$ cat config.mk
export PLATFORM = sky130hd
export DESIGN_NAME = i2c_slave_ctrl
export DESIGN_NICKNAME = d
export VERILOG_FILES = /design/src/rtl/i2c_pkg.sv /design/src/rtl/i2c_bus_sync.sv /design/src/rtl/i2c_slave_ctrl.sv
export SDC_FILE = /design/constraint.sdc
export NUM_CORES = 1
export LEC_CHECK = 0
export ABC_AREA = 1
export BUFFER_PORTS_ARGS = -buffer_cell sky130_fd_sc_hd__buf_4
export CORE_AREA = 2 2 64 66
export CTS_CLUSTER_SIZE = 30
export DETAILED_ROUTE_END_ITERATION = 10
export DIE_AREA = 0 0 66 68
export PLACE_DENSITY = 0.76
export SLEW_MARGIN = 20
export SYNTH_ARGS = -nofsm -noshare
export SYNTH_HDL_FRONTEND = slang
export SYNTH_SLANG_ARGS = --single-unit
$ cat constraint.sdc
create_clock -name clk -period 1.6 [get_ports clk]
set_input_delay 0.24 -clock clk [delete_from_list [all_inputs] [get_ports clk]]
set_output_delay 0.24 -clock clk [all_outputs]
set_load 0.005 [all_outputs]
$ cat src/rtl/i2c_pkg.sv
// Shared I2C definitions: FSM state encoding (common to master and slave) and bus constants.
package i2c_pkg;

  typedef enum logic [2:0] {
    IDLE,
    ADDR,
    ADDR_ACK,
    WRITE,
    WRITE_ACK,
    READ,
    READ_ACK,
    WAIT_STOP
  } i2c_state_t;

  localparam logic [6:0] GENERAL_CALL_ADDR = 7'h00;
  localparam int         SYNC_STAGES       = 2;
  localparam logic [3:0] BYTE_BITS         = 4'd8;

  // States in which the slave owns the current transfer.
  function automatic logic state_is_active(input i2c_state_t s);
    return (s == ADDR_ACK) || (s == WRITE) || (s == WRITE_ACK) ||
           (s == READ) || (s == READ_ACK);
  endfunction

endpackage

$ cat src/rtl/i2c_bus_sync.sv
// SCL/SDA synchronizers plus one delay stage for SCL edge and START/STOP detection.
module i2c_bus_sync
  import i2c_pkg::*;
(
  input  logic clk,
  input  logic rst,
  input  logic scl_in,
  input  logic sda_in,
  output logic scl,
  output logic sda,
  output logic scl_rise,
  output logic scl_fall,
  output logic start_det,
  output logic stop_det
);

  logic [SYNC_STAGES-1:0] r_scl_sync;
  logic [SYNC_STAGES-1:0] r_sda_sync;
  logic                   r_scl_dly;
  logic                   r_sda_dly;

  // Idle bus level is high on both lines, so reset to 1 to avoid phantom edges.
  always_ff @(posedge clk) begin
    if (rst) begin
      r_scl_sync <= '1;
      r_sda_sync <= '1;
      r_scl_dly  <= 1'b1;
      r_sda_dly  <= 1'b1;
    end else begin
      r_scl_sync <= {r_scl_sync[SYNC_STAGES-2:0], scl_in};
      r_sda_sync <= {r_sda_sync[SYNC_STAGES-2:0], sda_in};
      r_scl_dly  <= r_scl_sync[SYNC_STAGES-1];
      r_sda_dly  <= r_sda_sync[SYNC_STAGES-1];
    end
  end

  assign scl       = r_scl_sync[SYNC_STAGES-1];
  assign sda       = r_sda_sync[SYNC_STAGES-1];
  assign scl_rise  =  scl & ~r_scl_dly;
  assign scl_fall  = ~scl &  r_scl_dly;
  assign start_det =  scl &  r_scl_dly & ~sda &  r_sda_dly;
  assign stop_det  =  scl &  r_scl_dly &  sda & ~r_sda_dly;

endmodule

$ cat src/rtl/i2c_slave_ctrl.sv
// I2C slave byte engine: address match, write receive, read transmit, ACK handling.
// Optional: define I2C_SLAVE_GENERAL_CALL_EN to also accept general-call writes (addr 7'h00).
module i2c_slave_ctrl
  import i2c_pkg::*;
#(
  parameter logic [6:0] SLAVE_ADDR = 7'h42
) (
  input  logic       clk,
  input  logic       rst,
  input  logic       scl_in,
  input  logic       sda_in,
  output logic       sda_oe,
  input  logic [7:0] tx_data,
  output logic       tx_req,
  output logic [7:0] rx_data,
  output logic       rx_valid,
  output logic       busy
);

  logic w_scl, w_sda, w_scl_rise, w_scl_fall, w_start, w_stop;

  i2c_bus_sync u_sync (
    .clk       (clk),
    .rst       (rst),
    .scl_in    (scl_in),
    .sda_in    (sda_in),
    .scl       (w_scl),
    .sda       (w_sda),
    .scl_rise  (w_scl_rise),
    .scl_fall  (w_scl_fall),
    .start_det (w_start),
    .stop_det  (w_stop)
  );

  i2c_state_t r_state, w_state_nxt;
  logic [3:0] r_bitcnt, w_bitcnt_nxt;
  logic [7:0] r_shift, w_shift_nxt;
  logic [7:0] r_txsh, w_txsh_nxt;
  logic [7:0] r_rx_data, w_rx_data_nxt;
  logic       r_rw, w_rw_nxt;
  logic       r_mack, w_mack_nxt;
  logic       r_sda_oe, w_oe_nxt;
  logic       r_rx_valid, w_rx_valid_nxt;
  logic       r_tx_req, w_tx_req_nxt;
  logic       r_busy, w_busy_nxt;
  logic       w_is_gc, w_addr_hit, w_oe_ok;

  assign w_is_gc = (r_shift[7:1] == GENERAL_CALL_ADDR);

  always_comb begin
`ifdef I2C_SLAVE_GENERAL_CALL_EN
    // General call is write-only; a general-call read is never acknowledged.
    w_addr_hit = w_is_gc ? ~r_shift[0] : (r_shift[7:1] == SLAVE_ADDR);
`else
    w_addr_hit = ~w_is_gc & (r_shift[7:1] == SLAVE_ADDR);
`endif
  end

  always_comb begin
    w_state_nxt    = r_state;
    w_bitcnt_nxt   = r_bitcnt;
    w_shift_nxt    = r_shift;
    w_txsh_nxt     = r_txsh;
    w_rx_data_nxt  = r_rx_data;
    w_rw_nxt       = r_rw;
    w_mack_nxt     = r_mack;
    w_oe_nxt       = r_sda_oe;
    w_rx_valid_nxt = 1'b0;
    w_tx_req_nxt   = 1'b0;
    w_busy_nxt     = state_is_active(r_state);
    if (w_stop) begin
      w_state_nxt = IDLE;
      w_oe_nxt    = 1'b0;
      w_busy_nxt  = 1'b0;
    end else if (w_start) begin
      w_state_nxt  = ADDR;
      w_bitcnt_nxt = 4'd0;
      w_oe_nxt     = 1'b0;
      w_busy_nxt   = 1'b0;
    end else begin
      case (r_state)
        IDLE, WAIT_STOP: begin
          w_oe_nxt   = 1'b0;
          w_busy_nxt = 1'b0;
        end
        ADDR: begin
          if (w_scl_rise && r_bitcnt < BYTE_BITS) begin
            w_shift_nxt  = {r_shift[6:0], w_sda};
            w_bitcnt_nxt = r_bitcnt + 4'd1;
          end else if (w_scl_fall && r_bitcnt == BYTE_BITS) begin
            if (w_addr_hit) begin
              w_state_nxt = ADDR_ACK;
              w_oe_nxt    = 1'b1;
              w_busy_nxt  = 1'b1;
              w_rw_nxt    = r_shift[0];
            end else begin
              w_state_nxt = WAIT_STOP;
              w_busy_nxt  = 1'b0;
            end
          end
        end
        ADDR_ACK: begin
          if (w_scl_fall) begin
            w_bitcnt_nxt = 4'd0;
            if (r_rw) begin
              w_state_nxt  = READ;
              w_txsh_nxt   = tx_data;
              w_tx_req_nxt = 1'b1;
              w_oe_nxt     = ~tx_data[7];
            end else begin
              w_state_nxt = WRITE;
              w_oe_nxt    = 1'b0;
            end
          end
        end
        WRITE: begin
          if (w_scl_rise && r_bitcnt < BYTE_BITS) begin
            w_shift_nxt  = {r_shift[6:0], w_sda};
            w_bitcnt_nxt = r_bitcnt + 4'd1;
            if (r_bitcnt == BYTE_BITS - 4'd1) begin
              w_rx_data_nxt  = {r_shift[6:0], w_sda};
              w_rx_valid_nxt = 1'b1;
            end
          end else if (w_scl_fall && r_bitcnt == BYTE_BITS) begin
            w_state_nxt = WRITE_ACK;
            w_oe_nxt    = 1'b1;
          end
        end
        WRITE_ACK: begin
          if (w_scl_fall) begin
            w_state_nxt  = WRITE;
            w_bitcnt_nxt = 4'd0;
            w_oe_nxt     = 1'b0;
          end
        end
        READ: begin
          if (w_scl_rise && r_bitcnt < BYTE_BITS) begin
            w_bitcnt_nxt = r_bitcnt + 4'd1;
          end else if (w_scl_fall && r_bitcnt != 4'd0) begin
            if (r_bitcnt == BYTE_BITS) begin
              w_state_nxt = READ_ACK;
              w_oe_nxt    = 1'b0;
            end else begin
              // Rotate so the next bit to send is always at [7].
              w_txsh_nxt = {r_txsh[6:0], r_txsh[7]};
              w_oe_nxt   = ~r_txsh[6];
            end
          end
        end
        READ_ACK: begin
          if (w_scl_rise) begin
            w_mack_nxt = w_sda;
          end else if (w_scl_fall) begin
            if (!r_mack) begin
              w_state_nxt  = READ;
              w_bitcnt_nxt = 4'd0;
              w_txsh_nxt   = tx_data;
              w_tx_req_nxt = 1'b1;
              w_oe_nxt     = ~tx_data[7];
            end else begin
              w_state_nxt = WAIT_STOP;
              w_oe_nxt    = 1'b0;
              w_busy_nxt  = 1'b0;
            end
          end
        end
        default: begin
          w_state_nxt = IDLE;
          w_oe_nxt    = 1'b0;
          w_busy_nxt  = 1'b0;
        end
      endcase
    end
  end

  // SDA may only move while SCL is low, except for release on START/STOP.
  assign w_oe_ok = ~w_scl | w_start | w_stop;

  always_ff @(posedge clk) begin
    if (rst) begin
      r_state    <= IDLE;
      r_bitcnt   <= 4'd0;
      r_shift    <= 8'h00;
      r_txsh     <= 8'h00;
      r_rx_data  <= 8'h00;
      r_rw       <= 1'b0;
      r_mack     <= 1'b1;
      r_sda_oe   <= 1'b0;
      r_rx_valid <= 1'b0;
      r_tx_req   <= 1'b0;
      r_busy     <= 1'b0;
    end else begin
      r_state    <= w_state_nxt;
      r_bitcnt   <= w_bitcnt_nxt;
      r_shift    <= w_shift_nxt;
      r_txsh     <= w_txsh_nxt;
      r_rx_data  <= w_rx_data_nxt;
      r_rw       <= w_rw_nxt;
      r_mack     <= w_mack_nxt;
      r_rx_valid <= w_rx_valid_nxt;
      r_tx_req   <= w_tx_req_nxt;
      r_busy     <= w_busy_nxt;
      if (w_oe_ok) r_sda_oe <= w_oe_nxt;
    end
  end

  assign sda_oe   = r_sda_oe;
  assign tx_req   = r_tx_req;
  assign rx_data  = r_rx_data;
  assign rx_valid = r_rx_valid;
  assign busy     = r_busy;

endmodule

==> qor.yml <==
drt:
  final_antenna_net_count: 0
  drc: 0
  routed_wirelength_mm: 5.03
  drtPass1Iterations: 4
  wl_per_cell_um: 12.4
  drt_first_iter_violations: 155
  routed_via_density: 5.21
  vias: 2115
placed_design:
  place_congestion: 0.959
  io_buffer_count: 23
  hpwl_mm: 3.69
  dpl.cell_count: 397
synthesis:
  synth_area_mm2: 0.00210
  synth_top_area_share_pct: 40.9
  synth_seq_cells: 43
  yosys.area.top_type: "dfxtp_1"
  yosys-top-cells-area: "dfxtp_1 41%, nand2_1 12%, nor2_1 11%"
  seq_area_frac_synth_pct: 40.9
  yosys_warnings: 0
  yosysUniqueCellTypes: 30
  synth_nets: 325
  avgSynthCellArea_um2: 6.77
  netlist_instances: 311
timing:
  finalCriticalPeriod_ns: 1.51
  finalCritPeriodShare_pct: 94.5
  final.setup.tns_ns: 0
  timing.hold.ws_ns: 0.115
  hold_viol: 0
  max_freq_mhz: 661
  finalMaxSlewViolations: 0
  rsz0062_at_grt: "true"
  finalClockSkew_ns: 0.00576
  tightest_slew_ns: 0.360
  max_slew_margin_pct: 75.9
  finalSetupViolCount: 0
status:
  status: "complete, no violations"
clocking:
  clock-sinks: 43
  clockBufferDepth: 2
  htree_levels: 2
  insertion_delay_ns: 0.30
  clk_pin_slew_ns: 0.09
  cts_buffers: 5
  cts_root_buf: "clkbuf_8"
  cts_tree: "yes"
job:
  cap_violations: 0
cells_and_area:
  area_delta_synth_final_pct: 26.2
  antenna_cells: 0
  design.final.nets: 369
  fillers: 355
  drive_above_1_share_pct: 27.2
  final_cells: 406
critical_path:
  crit_path_start_kind: "flop"
  end_kind: "flop"
  worst-setup-path-type: "reg -> reg"
  crit_chain: "inv_4, ha_4, nand2_1, nor2_2, nand2_2, nand2_2, clkinv_1, nor2_2, nand3_2, nand2_1, nand3_1, nand2_1, inv_1"
  path_depth: 13
  cpMostUsedCell: "nand2_1"
  critical_path_arrival_ns: 1.72
  worst-path-max-fanout: 5
  path_buf_inv: 3
  max_stage_delay_ns: 0.35
  crit_slowest_cell: "dfxtp_2"
  r2r.worst_path.cells: 13
  cp_top_family: "simple AND/OR/NAND/NOR gates"
  critical_path_required_ns: 1.81
power_and_ir_drop:
  powerDensity_mw_per_mm2: 1530
  p_leak_nw: 1.21
  ir_worst_vdd_mv: 0.804
floorplanning:
  die_height_um: 68
  io_pins: 24
  fp.dieW_um: 66
  rows: 23
  die_area_mm2: 0.00449
  start_util_pct: 54.6
  core_area_mm2: 0.00386
global_routing:
  grt_pass1_wl_mm: 8.20
  grt_max_degree: 15
  grt_pass1_vias: 1867
  grt_usage_pct: 23.9
  gr-total-overflow: 0
  antenna_found_initial: 0
worst_hold_path:
  hold_path_class: "in -> reg"
  min_path_cells: 2
-- final timing paths --
check | startpoint | end | slack, ns
min | sda_in | u_sync.r_sda_sync[0] | 0.11
max | r_bitcnt[1] | r_state[0] | 0.09
min reg2reg | u_sync.r_sda_sync[0] | u_sync.r_sda_sync[1] | 0.42
max reg2reg | r_bitcnt[1] | r_state[0] | 0.09
-- cells in the mapped netlist, drive strengths merged --
cell and n:
a211oi 6, a21o 1, a21oi 15, a31oi 2
buf 5, clkbuf 3, clkinv 1, dfxtp 43
ha 2, inv 34, nand2 70, nand3 20
nand4 4, nor2 61, nor3 4, nor3b 1
nor4 1, o21ai 33, o311ai 1, or2 4
-- cell usage in the layout (no fill, tap or decap), drive strengths merged --
| cell type | netlist | layout |
|---|---|---|
| a211oi | 6 | 6 |
| a21o | 1 | 1 |
| a21oi | 15 | 15 |
| a31oi | 2 | 2 |
| buf | 5 | 45 |
| clkbuf | 3 | 6 |
| clkinv | 1 | 2 |
| clkinvlp | 0 | 1 |
| dfxtp | 43 | 43 |
| ha | 2 | 2 |
| inv | 34 | 34 |
| nand2 | 70 | 70 |
| nand3 | 20 | 20 |
| nand4 | 4 | 4 |
| nor2 | 61 | 61 |
| nor3 | 4 | 4 |
| nor3b | 1 | 1 |
| nor4 | 1 | 1 |
| o21ai | 33 | 33 |
| o311ai | 1 | 1 |
| or2 | 4 | 4 |
-- power breakdown --
group          internal, mW  switching, mW
logic                 0.765           1.14
clock network         0.352          0.391
registers              1.25          0.162
total                  2.37           1.69
-- per-stage QoR --
step	power (mW)	util, %	setup WS, ns	cell area (µm²)
floorplan	2.57	-	0.156	2100
global placement	3.04	63.8	0.0544	2460
detailed placement	3.06	63.8	-0.00946	2460
CTS	3.81	66.5	0.0140	2560
global route	4.37	68.9	-0.0417	2660
finish	4.07	68.9	0.0882	2660
-- cells by family after synthesis --
logic type      after synthesis  synth area share, %
buf+inv                      43                 8.56
simple gates                165                 33.9
fa+ha+maj                     2                 1.19
compound gates               58                 15.4
flops                        43                 40.9
-- final cells by class --
cell class	instances	area, µm²	area share, %
repair buffers	45	363	13.7
clock buffers	6	82.6	3.11
well taps	50	62.6	2.36
multi-input cells	225	1130	42.5
inverters	35	134	5.04
clock inverters	2	16.3	0.613
flip-flops and latches	43	870	32.8
-- state kept, by name (all words and copies together), names as in the netlist --
signal,count
tx_req,1
r_mack,1
sda_oe,1
u_sync.r_sda_sync,2
u_sync.r_sda_dly,1
busy,1
rx_valid,1
r_txsh,8
r_rw,1
u_sync.r_scl_dly,1
r_state,3
rx_data,8
u_sync.r_scl_sync,2
r_bitcnt,4
r_shift,8
-- metal layers --
metal / GRT usage [%] / vias to the layer above / routed length (µm)
met5: 0 / - / 0
met4: 8.67 / 0 / 110
met3: 4.44 / 13 / 219
met2: 41.4 / 63 / 2460
met1: 30.0 / 946 / 2230
li1: - / 1093 / -
-- what timing repair did --
action,in CTS,in global routing
hold buffers,0,0
pin swaps,0,5
buffers inserted,0,1
endpoints found under the setup margin,1,29
resized for setup,2,26
No activity file was read; power rests on OpenSTA's default activity.
